$ cat config.mk
export PLATFORM = sky130hd
export DESIGN_NAME = orangecrab_reset_request
export DESIGN_NICKNAME = d
export VERILOG_FILES = /design/src/rtl/orangecrab_reset_request.sv
export SDC_FILE = /design/constraint.sdc
export NUM_CORES = 1
export LEC_CHECK = 0
export ABC_AREA = 1
export CORE_ASPECT_RATIO = 1.4
export CORE_UTILIZATION = 40
export DETAILED_ROUTE_END_ITERATION = 6
export GPL_TIMING_DRIVEN = 0
export SETUP_SLACK_MARGIN = 0.05
export SLEW_MARGIN = 25
export SYNTH_ARGS = -nofsm -noshare
export SYNTH_HDL_FRONTEND = slang
export SYNTH_SLANG_ARGS = --single-unit
$ cat constraint.sdc
create_clock -name clk -period 3.72 [get_ports clk]
set_input_delay 0.744 -clock clk [delete_from_list [all_inputs] [get_ports clk]]
set_output_delay 0.744 -clock clk [all_outputs]
set_load 0.005 [all_outputs]
$ cat src/rtl/orangecrab_reset_request.sv
`default_nettype none
// ============================================================================
//  Module   : orangecrab_reset_request
//  Purpose  : Turns a sustained long press of the OrangeCrab user button into
//             a sticky board-reset request. The request fires on button
//             release, never while the button is held, so it cannot collide
//             with the bootloader's button-at-power-up entry.
//  Ports    : clk      - sole clock
//             rst      - asynchronous active-high reset
//             btn_n    - raw active-low button, asynchronous to clk
//             holding  - high while the long press is in progress or armed
//             armed    - high once the press is long enough to fire
//             do_reset - sticky reset request to the board-reset driver
//             sw_req   - single-cycle software request; this port exists only
//                        when ORANGECRAB_RESET_REQ_SW_EN is defined
//  Config   : ORANGECRAB_RESET_REQ_SW_EN - adds the sw_req source, which beats
//             the button in every state except FIRE
//  Revision : 1.0 - initial release
// ============================================================================
module orangecrab_reset_request #(
    parameter int DEBOUNCE_CYCLES = 480000,
    parameter int HOLD_CYCLES     = 96000000
) (
    input  logic clk,
    input  logic rst,
    input  logic btn_n,
    output logic holding,
    output logic armed,
    output logic do_reset
`ifdef ORANGECRAB_RESET_REQ_SW_EN
    ,
    input  logic sw_req
`endif
);

    // One counter serves both timed phases, so it is sized for the longer one.
    localparam int c_MAX_CYCLES = (DEBOUNCE_CYCLES > HOLD_CYCLES) ? DEBOUNCE_CYCLES : HOLD_CYCLES;
    localparam int c_CNT_W      = (c_MAX_CYCLES > 1) ? $clog2(c_MAX_CYCLES) : 1;

    localparam logic [c_CNT_W-1:0] c_DEB_LAST  = c_CNT_W'(DEBOUNCE_CYCLES - 1);
    localparam logic [c_CNT_W-1:0] c_HOLD_LAST = c_CNT_W'(HOLD_CYCLES - 1);
    localparam logic [c_CNT_W-1:0] c_CNT_ONE   = c_CNT_W'(1);

    typedef enum logic [2:0] {
        ST_IDLE     = 3'd0,
        ST_DEBOUNCE = 3'd1,
        ST_HOLD     = 3'd2,
        ST_ARMED    = 3'd3,
        ST_FIRE     = 3'd4
    } state_t;

    state_t               state_q, state_d;
    logic [c_CNT_W-1:0]   count_q, count_d;
    logic                 btn_meta_q;
    logic                 btn_s_q;
    logic                 holding_q;
    logic                 armed_q;
    logic                 do_reset_q;
    logic                 w_pressed;
    logic                 w_sw_req;

`ifdef ORANGECRAB_RESET_REQ_SW_EN
    assign w_sw_req = sw_req;
`else
    assign w_sw_req = 1'b0;
`endif

    // Two-flop synchronizer; resets to the released level so a reset never
    // looks like a press.
    always_ff @(posedge clk or posedge rst) begin
        if (rst) begin
            btn_meta_q <= 1'b1;
            btn_s_q    <= 1'b1;
        end else begin
            btn_meta_q <= btn_n;
            btn_s_q    <= btn_meta_q;
        end
    end

    assign w_pressed = ~btn_s_q;

    always_comb begin
        state_d = state_q;
        count_d = count_q;

        case (state_q)
            ST_IDLE: begin
                if (w_pressed) begin
                    state_d = ST_DEBOUNCE;
                end
            end
            ST_DEBOUNCE: begin
                if (!w_pressed) begin
                    state_d = ST_IDLE;
                end else if (count_q == c_DEB_LAST) begin
                    state_d = ST_HOLD;
                end
            end
            ST_HOLD: begin
                // Releasing before the hold time expires aborts silently.
                if (!w_pressed) begin
                    state_d = ST_IDLE;
                end else if (count_q == c_HOLD_LAST) begin
                    state_d = ST_ARMED;
                end
            end
            ST_ARMED: begin
                // No timeout: fire only once the button is let go.
                if (!w_pressed) begin
                    state_d = ST_FIRE;
                end
            end
            ST_FIRE: begin
                state_d = ST_FIRE;
            end
            default: begin
                state_d = ST_IDLE;
            end
        endcase

        // Software request overrides the button everywhere except FIRE.
        if (w_sw_req && (state_q != ST_FIRE)) begin
            state_d = ST_FIRE;
        end

        // Every transition restarts timing; within a timed phase the counter
        // saturates rather than wrapping.
        if (state_d != state_q) begin
            count_d = '0;
        end else if (((state_q == ST_DEBOUNCE) || (state_q == ST_HOLD)) && (count_q != '1)) begin
            count_d = count_q + c_CNT_ONE;
        end
    end

    // Outputs are decoded from the next state and registered alongside it,
    // so they change on the same edge as the state register.
    always_ff @(posedge clk or posedge rst) begin
        if (rst) begin
            state_q    <= ST_IDLE;
            count_q    <= '0;
            holding_q  <= 1'b0;
            armed_q    <= 1'b0;
            do_reset_q <= 1'b0;
        end else begin
            state_q    <= state_d;
            count_q    <= count_d;
            holding_q  <= (state_d == ST_HOLD) || (state_d == ST_ARMED);
            armed_q    <= (state_d == ST_ARMED);
            do_reset_q <= (state_d == ST_FIRE);
        end
    end

    assign holding  = holding_q;
    assign armed    = armed_q;
    assign do_reset = do_reset_q;

endmodule
`default_nettype wire

After elaboration in Yosys (flattened, before gate mapping)

Index checks and enable logic that the tools add are counted.

Shifts and indexed selects: 0
Reductions and logical operators: 5
Bitwise gates (word level): 0
$add $sub $neg: 1
$lt $le $gt $ge: 0
Divide/modulo/power cells: 0
Multiply operators: 0
Mux-type cells: 9
Equal/unequal tests: 11

Operators by type and width:

| operator                                              | count |
|---|---|
| 2-to-1 mux 27 bit                                     | 2 |
| adder 27 x 1 -> 27 bit, second input constant         | 1 |
| equality test 27 x 19 -> 1 bit, second input constant | 1 |
| equality test 27 bit, second input constant           | 1 |
| inequality test 27 bit, second input constant         | 1 |
| 2-to-1 mux 3 bit                                      | 6 |
| one-hot mux 3 bit (5 select lines)                    | 1 |
| equality test 3 x 2 -> 1 bit, second input constant   | 4 |
| equality test 3 bit, second input constant            | 2 |
| equality test 3 x 1 -> 1 bit, second input constant   | 1 |
| zero test 3 bit                                       | 1 |
| inequality test 3 bit                                 | 1 |
| logical OR 1 bit                                      | 2 |
| nonzero test 2 bit                                    | 1 |
| logical AND 1 bit                                     | 1 |

RAM bits: 0
Bits of input ports: 3
Bits in read-only memories: 0
Output and inout bits: 3
Flip-flop bits (word level): 35
Memories: 0
Bits in latches: 0
Word-level logic and storage cells: 33

Logic depth before layout (Yosys ltp)

Gate-level depths: netlist of the first run.

Word-level depth: 6
Mapped depth: 16

Worst setup path before layout of the first run

OpenSTA, ideal clock, no wires.

Path type: register to register
From: register count_q[0]
To: register count_q[14]
Library setup time: 69 ps
Path slack: 1920 ps
Arrival: 1731 ps
Path buffers: 1
Stages on the path, launching flop included: 15
Cell sequence: dfrtp_1 > ha_1 > inv_1 > nor2_2 > nand2_2 > nor2_2 > nand3_1 > nand2_1 > nand2_2 > nand2_2 > nand2_4 > nor2_8 > nand2_4 > buf_6 > nor2_4

Longest elaborated chain between the ends: 6
Elaborated cells on any way between the ends: 14

RTL lines:

| element                                                                       | RTL line | source |
|---|---|---|
| from (decl)                                                                   | 53       | `logic [c_CNT_W-1:0] count_q, count_d;` |
| from (signal assigned)                                                        | 146      | `count_q <= count_d;` |
| equality test 27 bit / equality test 27 x 19 -> 1 bit (equally long branches) | 103, 95  |  |
| 2-to-1 mux 3 bit (on tied branches)                                           | 103, 95  |  |
| 2-to-1 mux 3 bit (on tied branches)                                           | 101, 93  |  |
| one-hot mux 3 bit (5 select lines)                                            | 86       | `case (state_q)` |
| inequality test 3 bit                                                         | 128      | `if (state_d != state_q) begin` |
| 2-to-1 mux 27 bit / nonzero test 2 bit (equally long branches)                | --       |  |

Parallel ways exist; a longest one is shown, timed or not. The select of a mux whose other input is x is not followed.
A chain may end at the register's enable or synchronous reset.

Final worst setup path of the first run

Ends and elaborated chain as after synthesis.

==> metrics.yaml, run 1 <==
outcome:
  outcome: "finished clean"
synth:
  syn_inst: 276
  synth_cell_type_count: 30
  syn_avg_cell_area_sq_um: 7.72
  syn-num-nets: 280
  synth_top_family_by_area: "simple AND/OR/NAND/NOR gates"
  yosysWarnings: 0
  synth_edf_count: 0
  synth_compound_area_share_pct: 4.00
  synth_ff_type: "dfrtp_1"
  synth_fa_ha_area_share_pct: 0.588
  synth-xor-area-share_pct: 6.58
  synth_seq_cells: 35
  synthMuxAreaShare_pct: 0
  async_flop_share_pct: 100
  synth-simple-area-share_pct: 39.9
  yosysSeqAreaShare_pct: 41.2
  syn_area_sq_um: 2130
drt:
  drc_errors: 0
  vias_per_cell: 4.89
  routed_wl_um: 4540
  wl_per_cell_um: 12.8
  drtAntennaViolNets: 0
  drt_iter0_drc: 104
  drt-pass1-iter-count: 4
  vias: 1736
power_and_ir_drop:
  clockPowerShare_pct: 34.6
  p_leak_nw: 1.01
  switchingPower_uw: 211
  power.density_nw_per_um2: 325
  power_frac_comb_pct: 13.2
  swShare_pct: 27.7
  ir_drop_v: 0.000166
  p_int_uw: 551
  p_seq_share_pct: 52.2
die:
  die_area_sq_um: 5620
  row_count: 31
  die_w_um: 63.7
  start_util_pct: 41.3
  core-area_sq_um: 5160
  die-height_um: 88.3
  boundaryPins: 6
sta:
  slew_violations: 0
  hold_ws_ps: 359
  worst_slack_ps: 1640
  period_share_pct: 56.0
  setup_viol: 0
  max_freq_mhz: 480
  fin_setup_tns_ps: 0
  skew_ps: 5.42
  post-route-min-period_ps: 2080
  max-slew-margin-rel_pct: 50.9
  rsz0062_at_grt: "no"
  finalHoldViolCount: 0
  tightest_slew_ps: 735
min_path:
  hold_class: "flip-flop to flip-flop"
  hold_depth: 0
setup_path:
  rr_worst_depth: 14
  path_class: "flip-flop to flip-flop"
  crit_arrival_ps: 2300
  cp.required_ps: 3940
  cp-end-kind: "flip-flop"
  cp_max_fo: 10
  start_kind: "flip-flop"
  ff2ff_setup_slack_ps: 1640
clocking:
  root_buffer: "clkbuf_8"
  clkTransAtPathRegs_ps: 70
  cts_buffer_depth: 2
  cts.sinks: 35
  cts_hold_buf: 0
  clkLatencyLatePin_ps: 280
  cts.repair.resized: 0
  cts_tree: "done"
  cts_setup_buffers: 0
  h-tree-depth: 2
  cts_buffers: 5
global_routing:
  antenna_found_initial: 0
  grt_overflow: 0
  grt_max_degree: 36
  grt_use_total_pct: 18.9
  grt_pass1_wl_um: 7990
  grt_pass1_vias: 1766
cells_and_area:
  layout_common_cells: "nand2_1 (61), nor2_1 (41), dfrtp_1 (33), inv_1 (32), nor2_2 (21)"
  nets: 292
  antenna_cells: 0
  area_growth_pct: 10.0
  fin_area_sq_um: 2340
  fillCellCount: 542
  drive_gt1_share_pct: 19.0
  mostFrequentLayoutCell: "nand2_1"
place:
  place_area_sq_um: 2260
  hpwlAfterDp_um: 3450
  place_ws_ps: 1640
  gp_congestion: 0.887
  io_buffers: 5
run:
  cap_violations: 0
Yosys cell counts, types with 2 or more instances:
master   number  area (sq um)
a21oi_1       3          15.0
a22o_1        2          17.5
buf_2         2          10.0
buf_6         2          22.5
dfrtp_1      33           826
dfstp_2       2          52.6
inv_1        33           124
inv_2         2          7.51
nand2_1      61           229
nand2_2       8          50.1
nand2_4       2          22.5
nand3_1      18          90.1
nand4_1       6          37.5
nor2_1       41           154
nor2_2       21           131
nor2_4        4          45.0
nor3_1        7          35.0
nor4_1        2          12.5
o21ai_0       2          10.0
xnor2_1       4          35.0
xor2_1       12           105
stage by stage:
stage	power [mW]	util, %	instances
CTS	0.776	45.4	355
global placement	0.507	43.9	347
detailed placement	0.508	43.9	347
floorplan	0.483	-	276
global route	0.808	45.4	355
finish	0.762	45.4	355
final cells by class:
| cell class | instances | area, sq um | share of cell area (%) |
|---|---|---|---|
| clock inverter | 1 | 5.00 | 0.214 |
| inverter | 35 | 131 | 5.61 |
| multi-input combinational | 202 | 1090 | 46.4 |
| sequential | 35 | 878 | 37.5 |
| buffer | 4 | 32.5 | 1.39 |
| clock buffer | 7 | 76.3 | 3.26 |
| tap | 66 | 82.6 | 3.52 |
| timing repair buffer | 5 | 50.0 | 2.14 |
path summary, 6_finish.rpt:
kind,to,start
setup / recovery,count_q[14],count_q[0]
min in group asynchronous,state_q[1],rst
max in group asynchronous,count_q[17],rst
setup reg to reg,count_q[14],count_q[0]
hold reg to reg,btn_s_q,btn_meta_q
hold / removal,btn_s_q,btn_meta_q
layer usage:
layer  track usage (%)  up-vias  wire (um)
met5                 0        -          0
met4              12.4        0        224
met3              3.74       15        116
met1              21.0      801       1940
li1                  -      885          -
met2              32.9       35       2270
sequential cells by signal, indices dropped and copies added (netlist names):
signal / count
state_q: 3
btn_s_q: 1
holding: 1
armed: 1
btn_meta_q: 1
do_reset: 1
count_q: 27
power groups by stage:
stage | sequential, mW | combinational, mW | clock (mW)
2_1_floorplan | 0.403 | 0.0803 | 0
3_3_place_gp | 0.405 | 0.102 | 0
3_5_place_dp | 0.405 | 0.103 | 0
4_1_cts | 0.398 | 0.103 | 0.275
5_1_grt | 0.399 | 0.114 | 0.294
6_report | 0.398 | 0.101 | 0.264
kinds of logic (layout without fill, tap and decap cells):
logic type	count (synthesis)	count (layout)
AND/OR/NAND/NOR	173	173
buffers and inverters	39	52
flip-flops	35	35
XOR/XNOR	16	16
AO/OA/AOI/OAI	12	12
adder cells (fa/ha/maj)	1	1
critical path, cell delays in order, from the launching register on:
cell	delay, ps
dfrtp_1	390
ha_1	160
inv_1	70
nor2_2	210
nand2_2	110
nor2_2	140
nand3_1	80
nand2_1	100
nand2_2	90
nand2_2	80
nand2_4	60
nor2_8	150
nand2_4	90
buf_6	180
nor2_4	100
(Power assumes the default switching activity.)
==> run 2: changes to the inputs <==
- clock period: 3.72 -> 1.8 ns (I/O delays scaled with it)
==> metrics.yaml, run 2 (synthesis results as in run 1) <==
outcome:
  outcome: "complete, but fails checks"
  violations: "negative setup slack"
drt:
  drt-pass1-iter-count: 4  # unchanged
  drc_errors: 0  # unchanged
  vias_per_cell: 4.94  # +1.1%
  routed_wl_um: 5160  # +14%
  drt_iter0_drc: 69  # -34%
  vias: 1873  # +7.9%
  drtAntennaViolNets: 0  # unchanged
  wl_per_cell_um: 13.6  # +6.5%
sta:
  max_freq_mhz: 536  # +12%
  skew_ps: 6.71  # +1.29 ps
  finalHoldViolCount: 0  # unchanged
  rsz0062_at_grt: "yes"
  tightest_slew_ps: 735  # -0.452 ps
  setup_viol: 26  # +26
  hold_ws_ps: 357  # -2.10 ps
  max-slew-margin-rel_pct: 50.9  # about the same
  worst_slack_ps: -64.2  # -1700 ps
  slew_violations: 0  # unchanged
  post-route-min-period_ps: 1860  # -218 ps
  period_share_pct: 104  # +48 points
cells_and_area:
  area_growth_pct: 34.7
  mostFrequentLayoutCell: "nand2_1"
  antenna_cells: 0  # unchanged
  fillCellCount: 457  # -16%
  nets: 316  # +8.2%
  layout_common_cells: "nand2_1 (56), nor2_1 (31), inv_1 (31), dfrtp_1 (29), nor2_2 (21)"
  largest_reg_flops: 27  # unchanged
  largestRegisters: "count_q (27), state_q (3)"
  top_register: "count_q"
  drive_gt1_share_pct: 36.4  # +17 points
clocking:
  clkLatencyLatePin_ps: 290  # about the same
  cts_tree: "done"
  clkTransAtPathRegs_ps: 80  # about the same
  h-tree-depth: 2  # unchanged
  cts_buffer_depth: 2  # unchanged
  cts_buffers: 5  # unchanged
  cts.sinks: 35  # unchanged
  cts_hold_buf: 0  # unchanged
  root_buffer: "clkbuf_8"
die:
  row_count: 31  # unchanged
  core-area_sq_um: 5160  # unchanged
  die-height_um: 88.3  # unchanged
  die_area_sq_um: 5620  # unchanged
  start_util_pct: 41.3  # unchanged
  boundaryPins: 6  # unchanged
  die_w_um: 63.7  # unchanged
power_and_ir_drop:
  p_leak_nw: 1.21  # +20%
  total_power_mw: 2.04  # +170%
  power.density_nw_per_um2: 712  # +120%
  ir_drop_v: 0.000365  # +120%
setup_path:
  start_kind: "flip-flop"
  cp.required_ps: 2030  # -1910 ps
  startpoint: "count_q[5]"
  reg2reg_from: "count_q[5]"
  ff2ff_setup_slack_ps: -60  # -1700 ps
  cp-end-kind: "flip-flop"
  path_class: "flip-flop to flip-flop"
  crit_arrival_ps: 2090  # -210 ps
  cp_max_fo: 10  # unchanged
run:
  cap_violations: 0  # unchanged
place:
  place_ws_ps: -230  # -1870 ps
  gp_congestion: 0.861  # -2.9%
  hpwlAfterDp_um: 3340  # -3.3%
  io_buffers: 5  # unchanged
global_routing:
  antenna_found_initial: 0  # unchanged
  gr-usage-met2_pct: 35.9  # +3.0 points
  grt_busiest_layer: "met2"
  grt_max_degree: 36  # unchanged
  grt_pass1_wl_um: 8580  # +7.4%
  grt_pass1_vias: 1828  # +3.5%
  grt_use_total_pct: 20.4  # +1.5 points
  grt_overflow: 0  # unchanged
  use_met3_pct: 4.38  # +0.64 points
  grt_use_met1_pct: 22.8  # +1.8 points
min_path:
  hold_class: "flip-flop to flip-flop"
  min_from: "btn_meta_q"
run 2: cell count changes in the layout (fill, tap and decap cells not counted), moves of 3 or more:
cell	delta
nor2_1	-10
nor3_4	+3
nor2_4	+10
nand2_1	-5
dfrtp_1	-4
buf_4	+20
nor3_1	-3
dfrtp_2	+4
nand3_1	-8
nand3_2	+7
run 2: per-layer routing:
metal  part of all wire, %  routed length [um]
met1                    39                2040
met2                    53                2760
met3                   3.7                 193
met4                   3.4                 178
met5                     0                   0
run 2: cell type report:
type,count,area (sq um),area share (%)
well taps,66,82.6,2.88
multi-input cells,202,1320,45.9
plain buffers,4,55.1,1.92
inverters,35,134,4.67
clock inverters,3,67.6,2.36
clock buffers,5,68.8,2.40
flip-flops and latches,35,883,30.8
repair buffers,29,262,9.12
run 2: worst max-delay path, stage by stage (launching register included):
cell,delay [ps]
dfrtp_1,410
nand2_2,150
nor2_4,170
nand2_2,110
nor2_4,110
nand3_2,80
nand2_2,90
nand2_2,70
nand2_2,80
nand2_4,70
nor2_8,130
nand2_8,100
buf_12,160
nor2_2,70
run 2: worst paths after layout:
path | end | cells past startpoint
worst max-delay path | count_q[17] | 13
worst min-delay path | btn_s_q | 0
worst max register to register | count_q[17] | 13
worst min register to register | btn_s_q | 0
max in group asynchronous | count_q[17] | 2
min in group asynchronous | state_q[0] | 2
run 2: what timing repair did:
item	in CTS	in global routing
pin swaps	11	11
setup buffers	14	9
endpoints found under the setup margin	27	27
resized for setup	31	33
cloned	1	0
run 2: per-stage QoR:
stage	util, %	instances	TNS (ps)	area (sq um)
finish	55.6	379	-1200	2870
global route	55.6	379	-4880	2870
CTS	51.9	370	-1680	2680
detailed placement	44.1	347	-4780	2270
global placement	44.1	347	-10490	2270
floorplan	-	276	0	2140
run 2: report_power, final:
| part | total (mW) | switching, mW | internal, mW |
|---|---|---|---|
| Sequential | 0.820 | 0.0148 | 0.805 |
| Combinational | 0.360 | 0.208 | 0.152 |
| Clock | 0.863 | 0.310 | 0.553 |
| Total | 2.04 | 0.533 | 1.51 |
==> run 3: changes to the inputs <==
- CORE_MARGIN: not set -> 8
- GPL_ROUTABILITY_DRIVEN: not set -> 0
==> metrics.yaml, run 3 (synthesis results as in run 1) <==
outcome:
  outcome: "complete, but fails checks"
  violations: "negative setup slack"
clocking:
  cts.sinks: 35  # unchanged
  h-tree-depth: 2  # unchanged
  root_buffer: "clkbuf_8"
  cts_tree: "done"
  clkTransAtPathRegs_ps: 70  # about the same
  cts_buffers: 5  # unchanged
  cts_buffer_depth: 2  # unchanged
  clkLatencyLatePin_ps: 290  # about the same
  cts_hold_buf: 0  # unchanged
setup_path:
  path_class: "flip-flop to flip-flop"
  rr_worst_depth: 11  # -2
  start_kind: "flip-flop"
  crit_arrival_ps: 2050  # -40 ps
  cp_max_fo: 4  # -6
  reg2reg_from: "count_q[4]"
  timing.rr.end: "count_q[3]"
  startpoint: "count_q[4]"
  ff2ff_setup_slack_ps: -70  # about the same
  cp.required_ps: 1980  # -50 ps
  cp-end-kind: "flip-flop"
global_routing:
  grt_overflow: 0  # unchanged
  grt_use_total_pct: 13.6  # -6.8 points
  grt_max_degree: 36  # unchanged
  grt_pass1_wl_um: 8470  # -1.3%
  grt_pass1_vias: 1917  # +4.9%
  antenna_found_initial: 0  # unchanged
cells_and_area:
  fillCellCount: 476  # +4.2%
  antenna_cells: 0  # unchanged
  top_register: "count_q"
  nets: 313  # -0.95%
  layout_common_cells: "nand2_1 (53), nor2_1 (32), inv_1 (30), dfrtp_1 (29)"
  largest_reg_flops: 27  # unchanged
  multi_input_area_sq_um: 1320  # +0.29%
  drive_gt1_share_pct: 35.3  # -1.1 points
  largestRegisters: "count_q (27), state_q (3)"
  area_growth_pct: 31.7
  mostFrequentLayoutCell: "nand2_1"
  ff_latch_area_sq_um: 883  # unchanged
die:
  die_w_um: 77.7  # +22%
  core-area_sq_um: 5160  # unchanged
  boundaryPins: 6  # unchanged
  die-height_um: 102  # +16%
  row_count: 31  # unchanged
  start_util_pct: 41.3  # unchanged
  die_area_sq_um: 7950  # +41%
sta:
  skew_ps: 11.2  # +4.53 ps
  tightest_slew_ps: 759  # +24.6 ps
  finalHoldViolCount: 0  # unchanged
  hold_ws_ps: 349  # -7.60 ps
  worst_slack_ps: -66.3  # -2.11 ps
  max_freq_mhz: 536  # -0.11%
  setup_viol: 25  # -3.8%
  period_share_pct: 104  # +0.12 points
  rsz0062_at_grt: "yes"
  post-route-min-period_ps: 1870  # +2.11 ps
  max-slew-margin-rel_pct: 49.3  # -1.6 points
  slew_violations: 0  # unchanged
min_path:
  min_from: "btn_meta_q"
  hold_depth: 0  # unchanged
  min_to: "btn_s_q"
  hold_class: "flip-flop to flip-flop"
place:
  hpwlAfterDp_um: 3450  # +3.3%
  io_buffers: 5  # unchanged
  place_ws_ps: -235  # -5.91 ps
drt:
  drc_errors: 0  # unchanged
  wl_per_cell_um: 13.8  # +1.3%
  vias_per_cell: 5.13  # +3.8%
  vias: 1924  # +2.7%
  routed_wl_um: 5180  # +0.21%
  drtAntennaViolNets: 0  # unchanged
  drt_iter0_drc: 116  # +68%
  drt-pass1-iter-count: 4  # unchanged
power_and_ir_drop:
  power.density_nw_per_um2: 622  # -13%
  total_power_mw: 1.74  # -15%
  ir_drop_v: 0.000344  # -5.7%
  p_leak_nw: 1.16  # -4.0%
run:
  cap_violations: 0  # unchanged
## run 3: cell types whose count changed in the layout (fill, tap and decap cells not counted), sizes merged
| cell | before | now |
|---|---|---|
| clkbuf | 7 | 8 |
| clkinvlp | 1 | 0 |
| bufinv | 2 | 0 |
| buf | 26 | 24 |
## run 3: per-layer routing
metal / vias to the layer above / wire, um / track usage [%]
met5: - / 0 / 0
met4: 0 / 233 / 9.77
met3: 19 / 127 / 2.55
met2: 31 / 2720 / 23.6
met1: 943 / 2100 / 14.4
li1: 931 / - / -
## run 3: worst max-delay path by stage
stage                        endpoint  slack, ps  depth (start not counted)
after floorplan           count_q[14]         50                         14
after global placement     count_q[7]       -220                         13
after detailed placement   count_q[7]       -240                         13
after CTS                  count_q[1]        -80                         14
after global routing       count_q[7]       -210                         14
final                      count_q[3]        -70                         11
## run 3: final cells by class
cell class | instances | share of cell area [%]
plain buffers | 4 | 2.10
inverters | 35 | 4.86
repair buffers | 26 | 8.84
multi-input cells | 202 | 47.0
flip-flops and latches | 35 | 31.5
well taps | 66 | 2.95
clock buffers | 7 | 2.72
## run 3: repair_timing
action,4_1_cts,5_1_grt
cloned,1,0
endpoints found under the setup margin,27,27
resized for setup,29,40
setup buffers,11,9
pin swaps,11,10
## run 3: where the power goes
part,leakage [nW],switching (mW),internal (mW)
sequential,0.473,0.0143,0.806
combinational,0.652,0.212,0.165
clock,0.0383,0.279,0.266
## run 3: critical path, cell delays in order (launching register included)
cell and delay, ps:
dfrtp_1 380, nand2_2 120, nor2_4 200, nand2_2 120, buf_6 140, nor2_4 110
nand2_4 90, buf_4 150, buf_4 120, a31o_2 180, nand2_1 100, nor2_4 50
## run 3: stage by stage
| step | instances | util [%] | area [sq um] | setup TNS [ps] |
|---|---|---|---|---|
| global route | 375 | 54.4 | 2800 | -4980 |
| detailed placement | 347 | 44.1 | 2270 | -4770 |
| finish | 375 | 54.4 | 2800 | -733 |
| global placement | 347 | 44.1 | 2270 | -10530 |
| CTS | 366 | 49.9 | 2570 | -1640 |
| floorplan | 276 | - | 2140 | 0 |
